--- src/rtl/seg7_scan_reader.sv ---
// seg7_scan_reader: receive side of a scanned multi-digit 7-segment bus.
// Samples seg/an, waits for each digit dwell to be stable for STABLE_CYCLES
// samples, decodes the segment pattern back to BCD and stores one nibble per digit.
// Optional macro SEG7_RX_HEX_EN: extends the decode table with hex glyphs A..F.
module seg7_scan_reader #(
    parameter int unsigned N_DIGITS      = 4,
    parameter int unsigned STABLE_CYCLES = 4
) (
    input  logic                    clk,
    input  logic                    rst,
    input  logic [6:0]              seg,
    input  logic [N_DIGITS-1:0]     an,
    output logic [4*N_DIGITS-1:0]   bcd_out,
    output logic [N_DIGITS-1:0]     digit_valid,
    output logic [N_DIGITS-1:0]     digit_err,
    output logic                    new_digit,
    output logic                    frame_done
);

    localparam int unsigned CW = $clog2(STABLE_CYCLES + 1);

    typedef enum logic [1:0] {
        IDLE,
        TRACK,
        HOLD
    } state_t;

    state_t                  state_q, state_d;
    logic [CW-1:0]           cnt_q, cnt_d;
    logic [6:0]              s_seg_q, s_seg_d;
    logic [N_DIGITS-1:0]     s_an_q, s_an_d;
    logic [6:0]              prev_seg_q, prev_seg_d;
    logic [N_DIGITS-1:0]     prev_an_q, prev_an_d;
    logic [4*N_DIGITS-1:0]   bcd_q, bcd_d;
    logic [N_DIGITS-1:0]     valid_q, valid_d;
    logic [N_DIGITS-1:0]     err_q, err_d;
    logic [N_DIGITS-1:0]     mask_q, mask_d;
    logic                    new_digit_q, new_digit_d;
    logic                    frame_done_q, frame_done_d;

    logic                    onehot;
    logic                    same;
    logic                    capture;
    logic [4:0]              dec;

    // Returns {err, nibble}; anything not in the table decodes to {1, F}.
    function automatic logic [4:0] seg_decode(input logic [6:0] s);
        logic [4:0] r;
        r = {1'b1, 4'hF};
        case (s)
            7'b1111110: r = {1'b0, 4'h0};
            7'b0110000: r = {1'b0, 4'h1};
            7'b1101101: r = {1'b0, 4'h2};
            7'b1111001: r = {1'b0, 4'h3};
            7'b0110011: r = {1'b0, 4'h4};
            7'b1011011: r = {1'b0, 4'h5};
            7'b1011111: r = {1'b0, 4'h6};
            7'b1110000: r = {1'b0, 4'h7};
            7'b1111111: r = {1'b0, 4'h8};
            7'b1111011: r = {1'b0, 4'h9};
`ifdef SEG7_RX_HEX_EN
            7'b1110111: r = {1'b0, 4'hA};
            7'b0011111: r = {1'b0, 4'hB};
            7'b1001110: r = {1'b0, 4'hC};
            7'b0111101: r = {1'b0, 4'hD};
            7'b1001111: r = {1'b0, 4'hE};
            7'b1000111: r = {1'b0, 4'hF};
`endif
            default:    r = {1'b1, 4'hF};
        endcase
        return r;
    endfunction

    assign onehot = (s_an_q != '0) && ((s_an_q & (s_an_q - N_DIGITS'(1))) == '0);
    assign same   = ({s_an_q, s_seg_q} == {prev_an_q, prev_seg_q});

    // Dwell tracker: counts consecutive identical samples and flags one capture per dwell.
    always_comb begin
        state_d    = state_q;
        cnt_d      = cnt_q;
        capture    = 1'b0;
        s_seg_d    = seg;
        s_an_d     = an;
        prev_seg_d = s_seg_q;
        prev_an_d  = s_an_q;
        case (state_q)
            IDLE: begin
                if (onehot) begin
                    state_d = TRACK;
                    cnt_d   = CW'(1);
                end else begin
                    cnt_d   = '0;
                end
            end
            TRACK: begin
                if (!onehot) begin
                    state_d = IDLE;
                    cnt_d   = '0;
                end else if (!same) begin
                    cnt_d   = CW'(1);
                end else begin
                    cnt_d   = cnt_q + CW'(1);
                end
            end
            HOLD: begin
                if (!same) begin
                    if (onehot) begin
                        state_d = TRACK;
                        cnt_d   = CW'(1);
                    end else begin
                        state_d = IDLE;
                        cnt_d   = '0;
                    end
                end
            end
            default: begin
                state_d = IDLE;
                cnt_d   = '0;
            end
        endcase
        // Capture on the sample that completes the stable run, including a
        // first sample when STABLE_CYCLES is 1.
        if (state_d == TRACK && cnt_d == CW'(STABLE_CYCLES)) begin
            capture = 1'b1;
            state_d = HOLD;
        end
    end

    // Capture datapath: store decoded nibble in the enabled slot and track frame completion.
    always_comb begin
        bcd_d        = bcd_q;
        valid_d      = valid_q;
        err_d        = err_q;
        mask_d       = mask_q;
        new_digit_d  = 1'b0;
        frame_done_d = 1'b0;
        dec          = seg_decode(s_seg_q);
        if (capture) begin
            for (int unsigned i = 0; i < N_DIGITS; i++) begin
                if (s_an_q[i]) begin
                    bcd_d[4*i +: 4] = dec[3:0];
                    err_d[i]        = dec[4];
                end
            end
            valid_d     = valid_q | s_an_q;
            mask_d      = mask_q | s_an_q;
            new_digit_d = 1'b1;
            if (&mask_d) begin
                frame_done_d = 1'b1;
                mask_d       = '0;
            end
        end
    end

    // State and output registers with synchronous reset.
    always_ff @(posedge clk) begin
        if (rst) begin
            state_q      <= IDLE;
            cnt_q        <= '0;
            s_seg_q      <= '0;
            s_an_q       <= '0;
            prev_seg_q   <= '0;
            prev_an_q    <= '0;
            bcd_q        <= '0;
            valid_q      <= '0;
            err_q        <= '0;
            mask_q       <= '0;
            new_digit_q  <= 1'b0;
            frame_done_q <= 1'b0;
        end else begin
            state_q      <= state_d;
            cnt_q        <= cnt_d;
            s_seg_q      <= s_seg_d;
            s_an_q       <= s_an_d;
            prev_seg_q   <= prev_seg_d;
            prev_an_q    <= prev_an_d;
            bcd_q        <= bcd_d;
            valid_q      <= valid_d;
            err_q        <= err_d;
            mask_q       <= mask_d;
            new_digit_q  <= new_digit_d;
            frame_done_q <= frame_done_d;
        end
    end

    assign bcd_out     = bcd_q;
    assign digit_valid = valid_q;
    assign digit_err   = err_q;
    assign new_digit   = new_digit_q;
    assign frame_done  = frame_done_q;

endmodule

--- config.mk ---
export PLATFORM = sky130hd
export DESIGN_NAME = seg7_scan_reader
export DESIGN_NICKNAME = d
export VERILOG_FILES = /design/src/rtl/seg7_scan_reader.sv
export SDC_FILE = /design/constraint.sdc
export NUM_CORES = 1
export LEC_CHECK = 0
export CAP_MARGIN = 40
export CORE_MARGIN = 2
export CORE_UTILIZATION = 56
export CTS_CLUSTER_SIZE = 30
export DETAILED_ROUTE_END_ITERATION = 8
export PLACE_DENSITY = 0.83
export SYNTH_ARGS = -nofsm -noshare
export SYNTH_HDL_FRONTEND = slang
export SYNTH_SLANG_ARGS = --single-unit
--- constraint.sdc ---
create_clock -name clk -period 3.5 [get_ports clk]
set_clock_uncertainty 0.15 [all_clocks]
set_input_delay 0.875 -clock clk [delete_from_list [all_inputs] [get_ports clk]]
set_output_delay 0.875 -clock clk [all_outputs]
set_load 0.01 [all_outputs]
=== After elaboration in Yosys (flattened, before gate mapping) ===
Cells that the tools add are included.

* Add/subtract/negate cells: 2
* $mul: 0
* Div/mod/pow operators: 0
* Order comparisons: 0
* Equal/unequal tests: 15
* Shift operators: 0
* Mux-type cells: 16
* Bitwise logic cells: 4
* Reduce and logical (&&, ||, !) cells: 12

{| class="wikitable"
|+ Operators by type and width
! cell !! number
|-
| 7-bit == test (second input constant) || 8
|-
| 5-bit one-hot mux with 10 select lines || 1
|-
| 7-bit by 6-bit == test with 1-bit output (second input constant) || 2
|-
| 11-bit == test || 1
|-
| 3-bit 2-to-1 mux || 3
|-
| 3-bit one-hot mux with 3 select lines || 1
|-
| 2-bit 2-to-1 mux || 4
|-
| 4-bit OR || 2
|-
| 2-bit AND reduction || 4
|-
| 2-bit one-hot mux with 3 select lines || 1
|-
| 1-bit 2-to-1 mux || 5
|-
| 4-bit AND || 1
|-
| 2-bit by 1-bit == test with 1-bit output (second input constant) || 2
|-
| 4-bit zero test || 1
|-
| 4-bit 2-to-1 mux || 1
|-
| 4-bit AND reduction || 1
|-
| 4-bit nonzero test || 1
|-
| 2-bit OR reduction || 2
|-
| 4-bit by 1-bit subtractor with 4-bit output (second input constant) || 1
|-
| 3-bit by 1-bit adder with 3-bit output (second input constant) || 1
|-
| 3-bit == test (second input constant) || 1
|-
| 2-bit == test (second input constant) || 1
|-
| 1-bit logical AND || 2
|-
| 2-bit zero test || 1
|-
| 1-bit NOT || 1
|}

* Bits in registers: 57
* Bits in latches: 0
* Memory bits (writable): 0
* Bits in read-only memories: 0
* Input port bits: 13
* Output and inout port bits: 26
* Memories: 0

=== Depth between registers and ports, before layout ===
* Word-level depth: 12
* Depth in mapped cells: 7

=== Worst setup path before layout ===
Ideal clock, no wire load.

* Path kind: register to register
* Start point: reg cnt_q[0]
* End point: reg err_q[0] (netlist: digit_err[0])
* Library setup time: 0.072 ns
* Data arrival time: 1.890 ns
* Required time: 3.278 ns
* Setup slack: 1.388 ns
* Stages on the path, launching flop included: 8
* Buffers on the path: 1
* Clock period less this slack: 2.112 ns
* Cell sequence: dfxtp_1 > ha_1 > xnor2_1 > or3_4 > nor4_4 > and3_2 > buf_2 > mux2i_1

* Longest elaborated chain between the ends: 8

{| class="wikitable"
|+ Ends and longest elaborated chain
! item !! line !! RTL
|-
| start: declaration || 29 || <nowiki>logic [CW-1:0] cnt_q, cnt_d;</nowiki>
|-
| start signal: assignment || 172 || <nowiki>cnt_q <= cnt_d;</nowiki>
|-
| 3-bit by 1-bit adder with 3-bit output || 102 || <nowiki>cnt_d = cnt_q + CW'(1);</nowiki>
|-
| 3-bit 2-to-1 mux || 99 || <nowiki>end else if (!same) begin</nowiki>
|-
| 3-bit 2-to-1 mux || 96 || <nowiki>if (!onehot) begin</nowiki>
|-
| 3-bit one-hot mux with 3 select lines * || 86 || <nowiki>case (state_q)</nowiki>
|-
| 3-bit == test * || 123 || <nowiki>if (state_d == TRACK && cnt_d == CW'(STABLE_CYCLES)) begin</nowiki>
|-
| 1-bit logical AND * || 123 ||
|-
| 1-bit 2-to-1 mux * || 123 ||
|-
| 2-bit AND reduction (no source line) * || -- ||
|-
| end signal: assignment || 179 || <nowiki>err_q <= err_d;</nowiki>
|-
| end: declaration || 36 || <nowiki>logic [N_DIGITS-1:0] err_q, err_d;</nowiki>
|}

Mark *: on every way between the ends. The rest lies on a longest branch, timed or not.
A chain may end at the register's enable or synchronous reset.

=== Worst setup path after layout ===
* Start point: reg cnt_q[0]
* End point: reg bcd_q[10] (netlist: bcd_out[10])

* Longest elaborated chain between the ends: 8

{| class="wikitable"
|+ Ends and longest elaborated chain
! item !! line !! RTL
|-
| 3-bit by 1-bit adder with 3-bit output || 102 ||
|-
| 3-bit 2-to-1 mux || 99 ||
|-
| 3-bit 2-to-1 mux || 96 ||
|-
| 3-bit one-hot mux with 3 select lines * || 86 ||
|-
| 3-bit == test * || 123 ||
|-
| 1-bit logical AND * || 123 ||
|-
| 1-bit 2-to-1 mux * || 123 ||
|-
| 2-bit AND reduction (no source line) * || -- ||
|-
| end signal: assignment || 164 || <nowiki>bcd_q <= '0;</nowiki>
|-
| end signal: assignment || 177 || <nowiki>bcd_q <= bcd_d;</nowiki>
|-
| end: declaration || 34 || <nowiki>logic [4*N_DIGITS-1:0] bcd_q, bcd_d;</nowiki>
|}

Marks and branches as above.

==> metrics.md <==
| Metric | Value |
|---|---|
| Finish-stage setup viols | 0 |
| Area share of the largest cell type after synthesis | 48.2% |
| CP max-delay cell | nor4_4 |
| Crit Path Class | reg -> reg |
| Final Cycle Share | 77.8% |
| CP endpoint kind | flop |
| Slowest stage delay, CP | 0.77 ns |
| RSZ-0062 raised after global routing | no |
| Routed vias/inst | 5.60 |
| Static leakage | 1.07 nW |
| Max_slew headroom | 38.7% |
| Yosys warns | 0 |
| CTS clock-pin slew for the worst setup and hold paths | 0.06 ns |
| Tot GR Track Use | 21.3% |
| Die Y | 69 um |
| Gpl congestion | 0.888 |
| Input/output buffers | 38 |
| Slew @ Worst Pin | 0.912 ns |
| Syn-to-layout area delta | 24.3% |
| CTS sink cnt | 57 |
| Worst hold path class | reg -> reg |
| Cells after synthesis | 238 |
| Hpwl dp | 3210 um |
| Initial antenna violation count | 0 |
| Clock Path Buffers | 2 |
| CTS tree | done |
| Startpoint Class | flop |
| Tmin final | 2.72 ns |
| Crit path required time | 3.55 ns |
| Synthesized area per cell | 9.94 um^2 |
| Post-CTS resize count | 0 |
| Async SR Flop Fraction | 0% |
| Cell Count, Final, Fillers Out | 327 |
| Crit path DAT | 2.78 ns |
| Seq cells post-synth | 57 |
| Synthesized area | 0.00237 mm^2 |
| Status | completed |
| First-pass GRT wire length | 8090 um |
| Fin nets | 286 |
| Die Span X | 69 um |
| Hold buffers post-CTS | 0 |
| H-tree depth | 3 |
| CP cell instances | ha_1 -> xnor2_1 -> or3_4 -> nor4_4 -> nand3_1 -> mux2i_1 |
| Critical Path Start | cnt_q[0] |
| Clock Tree Root | clkbuf_8 |
| Starting density of the core | 58.7% |
| Top post-synthesis cells by area | dfxtp_1, nor2b_1, mux2i_1 |
| Syn nets | 252 |
| Gr ovfl total | 0 |
| Hold Vio Cnt, Final | 0 |
| I/O pins | 39 |
| Total Wirelength | 4800 um |
| Drt initial violations | 162 |
| Largest net degree at the start of global routing | 29 |
| Ant diodes | 0 |
| Most frequent cells in the layout | dfxtp_1, clkdlybuf4s50_1, nor2b_1 |
| Post-synth cell types | 44 |
| Most common cell after layout, fill and taps aside | dfxtp_1 |
| ANT nets after route | 0 |
| Setup TNS | 0 ns |
| # rows | 23 |
| Peak VDD IR | 422 uV |
| Clk Latency, worst-skew pair | 0.33 ns |
| F_max | 367 MHz |
| Setup bufs post-CTS | 0 |
| Crit-path max FO | 19 |
| Vias in the first global route | 1718 |
| Die area | 0.00476 mm^2 |
| # DRC | 0 |
| Power Density | 476 mW/mm^2 |
| Number of buffers created by CTS | 9 |
| Routed vias | 1830 |
| Placed cells | 311 |
| Post-synth EDFFs | 0 |
| WL per Instance | 14.7 um |
| Max Slew Vio Count | 0 |
| Placeable Area | 0.00403 mm^2 |
| Post-synth top flop | dfxtp_1 |
| Hold_sp | digit_valid[2] |
| Layout cells sized above 1 | 10.1% |
| Synth area leader | dfxtp_1 |
| DRT Pass-1 Iters | 4 |
| Max-cap violations | 0 |
| R2R Path Start | cnt_q[0] |
| Post-synthesis sequential area ratio | 48.2% |
==> where the power goes <==
group / internal [mW] / total [mW] / leakage [nW] / switching (mW)
sequential: 0.663 / 0.686 / 0.464 / 0.0229
clock: 0.386 / 0.631 / 0.107 / 0.244
combinational: 0.0424 / 0.0820 / 0.498 / 0.0396
==> per-layer routing <==
metal,GRT usage (%),wire length (um),vias to the layer above
li1,-,-,901
met5,0,0,-
met3,7.16,198,8
met1,27.4,2170,869
met4,8.71,71,0
met2,32.9,2370,52
==> cells in the mapped netlist, types with 2 or more instances <==
| cell | number |
|---|---|
| inv_1 | 7 |
| nor2_1 | 8 |
| nand3_1 | 5 |
| nand2b_1 | 15 |
| mux2i_1 | 12 |
| nor2b_1 | 21 |
| nand2_1 | 6 |
| nand3b_1 | 2 |
| a21oi_1 | 8 |
| o22ai_1 | 2 |
| a31oi_1 | 10 |
| or3_1 | 4 |
| buf_6 | 2 |
| buf_2 | 5 |
| nor4b_1 | 3 |
| o21a_1 | 5 |
| and3_2 | 4 |
| xnor2_1 | 13 |
| dfxtp_1 | 57 |
| clkbuf_1 | 8 |
| a211oi_1 | 10 |
| nor3_1 | 2 |
| nand4_1 | 4 |
| o21ai_0 | 4 |
| buf_4 | 2 |
==> final timing paths <==
check | end | slack, ns | depth (start not counted)
setup / recovery | bcd_out[10] | 0.78 | 6
hold reg to reg | digit_valid[2] | 0.30 | 2
setup reg to reg | bcd_out[10] | 0.78 | 6
hold / removal | digit_valid[2] | 0.30 | 2
==> cell type report <==
class	count	area, um^2
tap	50	62.6
timing repair buffer	41	403
multi-input combinational	156	1100
inverter	7	26.3
sequential	57	1140
clock buffer	14	173
clock inverter	2	35.0
fill	307	1090
==> sequential cells by signal, indices dropped and copies added, names as in the netlist <==
| signal | cells |
|---|---|
| prev_an_d | 4 |
| prev_an_q | 4 |
| bcd_out | 16 |
| frame_done | 1 |
| digit_valid | 4 |
| mask_q | 4 |
| digit_err | 4 |
| cnt_q | 3 |
| prev_seg_q | 7 |
| new_digit | 1 |
| state_q | 2 |
| prev_seg_d | 7 |
==> critical path, delay by kind of cell (launching register included) <==
kind	cells	cell delay [ns]
multiplexers	1	0.20
flip-flops	1	0.33
AND/OR/NAND/NOR	3	1.52
XOR/XNOR	1	0.15
adder cells (fa/ha/maj)	1	0.24
==> stage by stage <==
step / setup WS (ns) / area, um^2 / hold WS [ns] / total power [mW] / utilization [%]
global route: 0.587 / 2940 / 0.323 / 1.45 / 73.0
floorplan: 1.39 / 2370 / 0.291 / 0.755 / -
detailed placement: 0.794 / 2730 / 0.290 / 0.781 / 67.9
CTS: 0.789 / 2940 / 0.299 / 1.41 / 73.0
finish: 0.776 / 2940 / 0.296 / 1.40 / 73.0
global placement: 0.920 / 2730 / 0.285 / 0.777 / 67.9
==> logic make-up after synthesis <==
kind of cell | count (synthesis) | share of synthesized area, %
xor+xnor | 14 | 5.18
flops | 57 | 48.2
mux | 12 | 5.08
simple gates | 84 | 23.0
fa+ha+maj | 1 | 0.529
buf+inv | 25 | 5.23
compound gates | 45 | 12.8
Note: power is estimated with default switching activity, not from simulation.
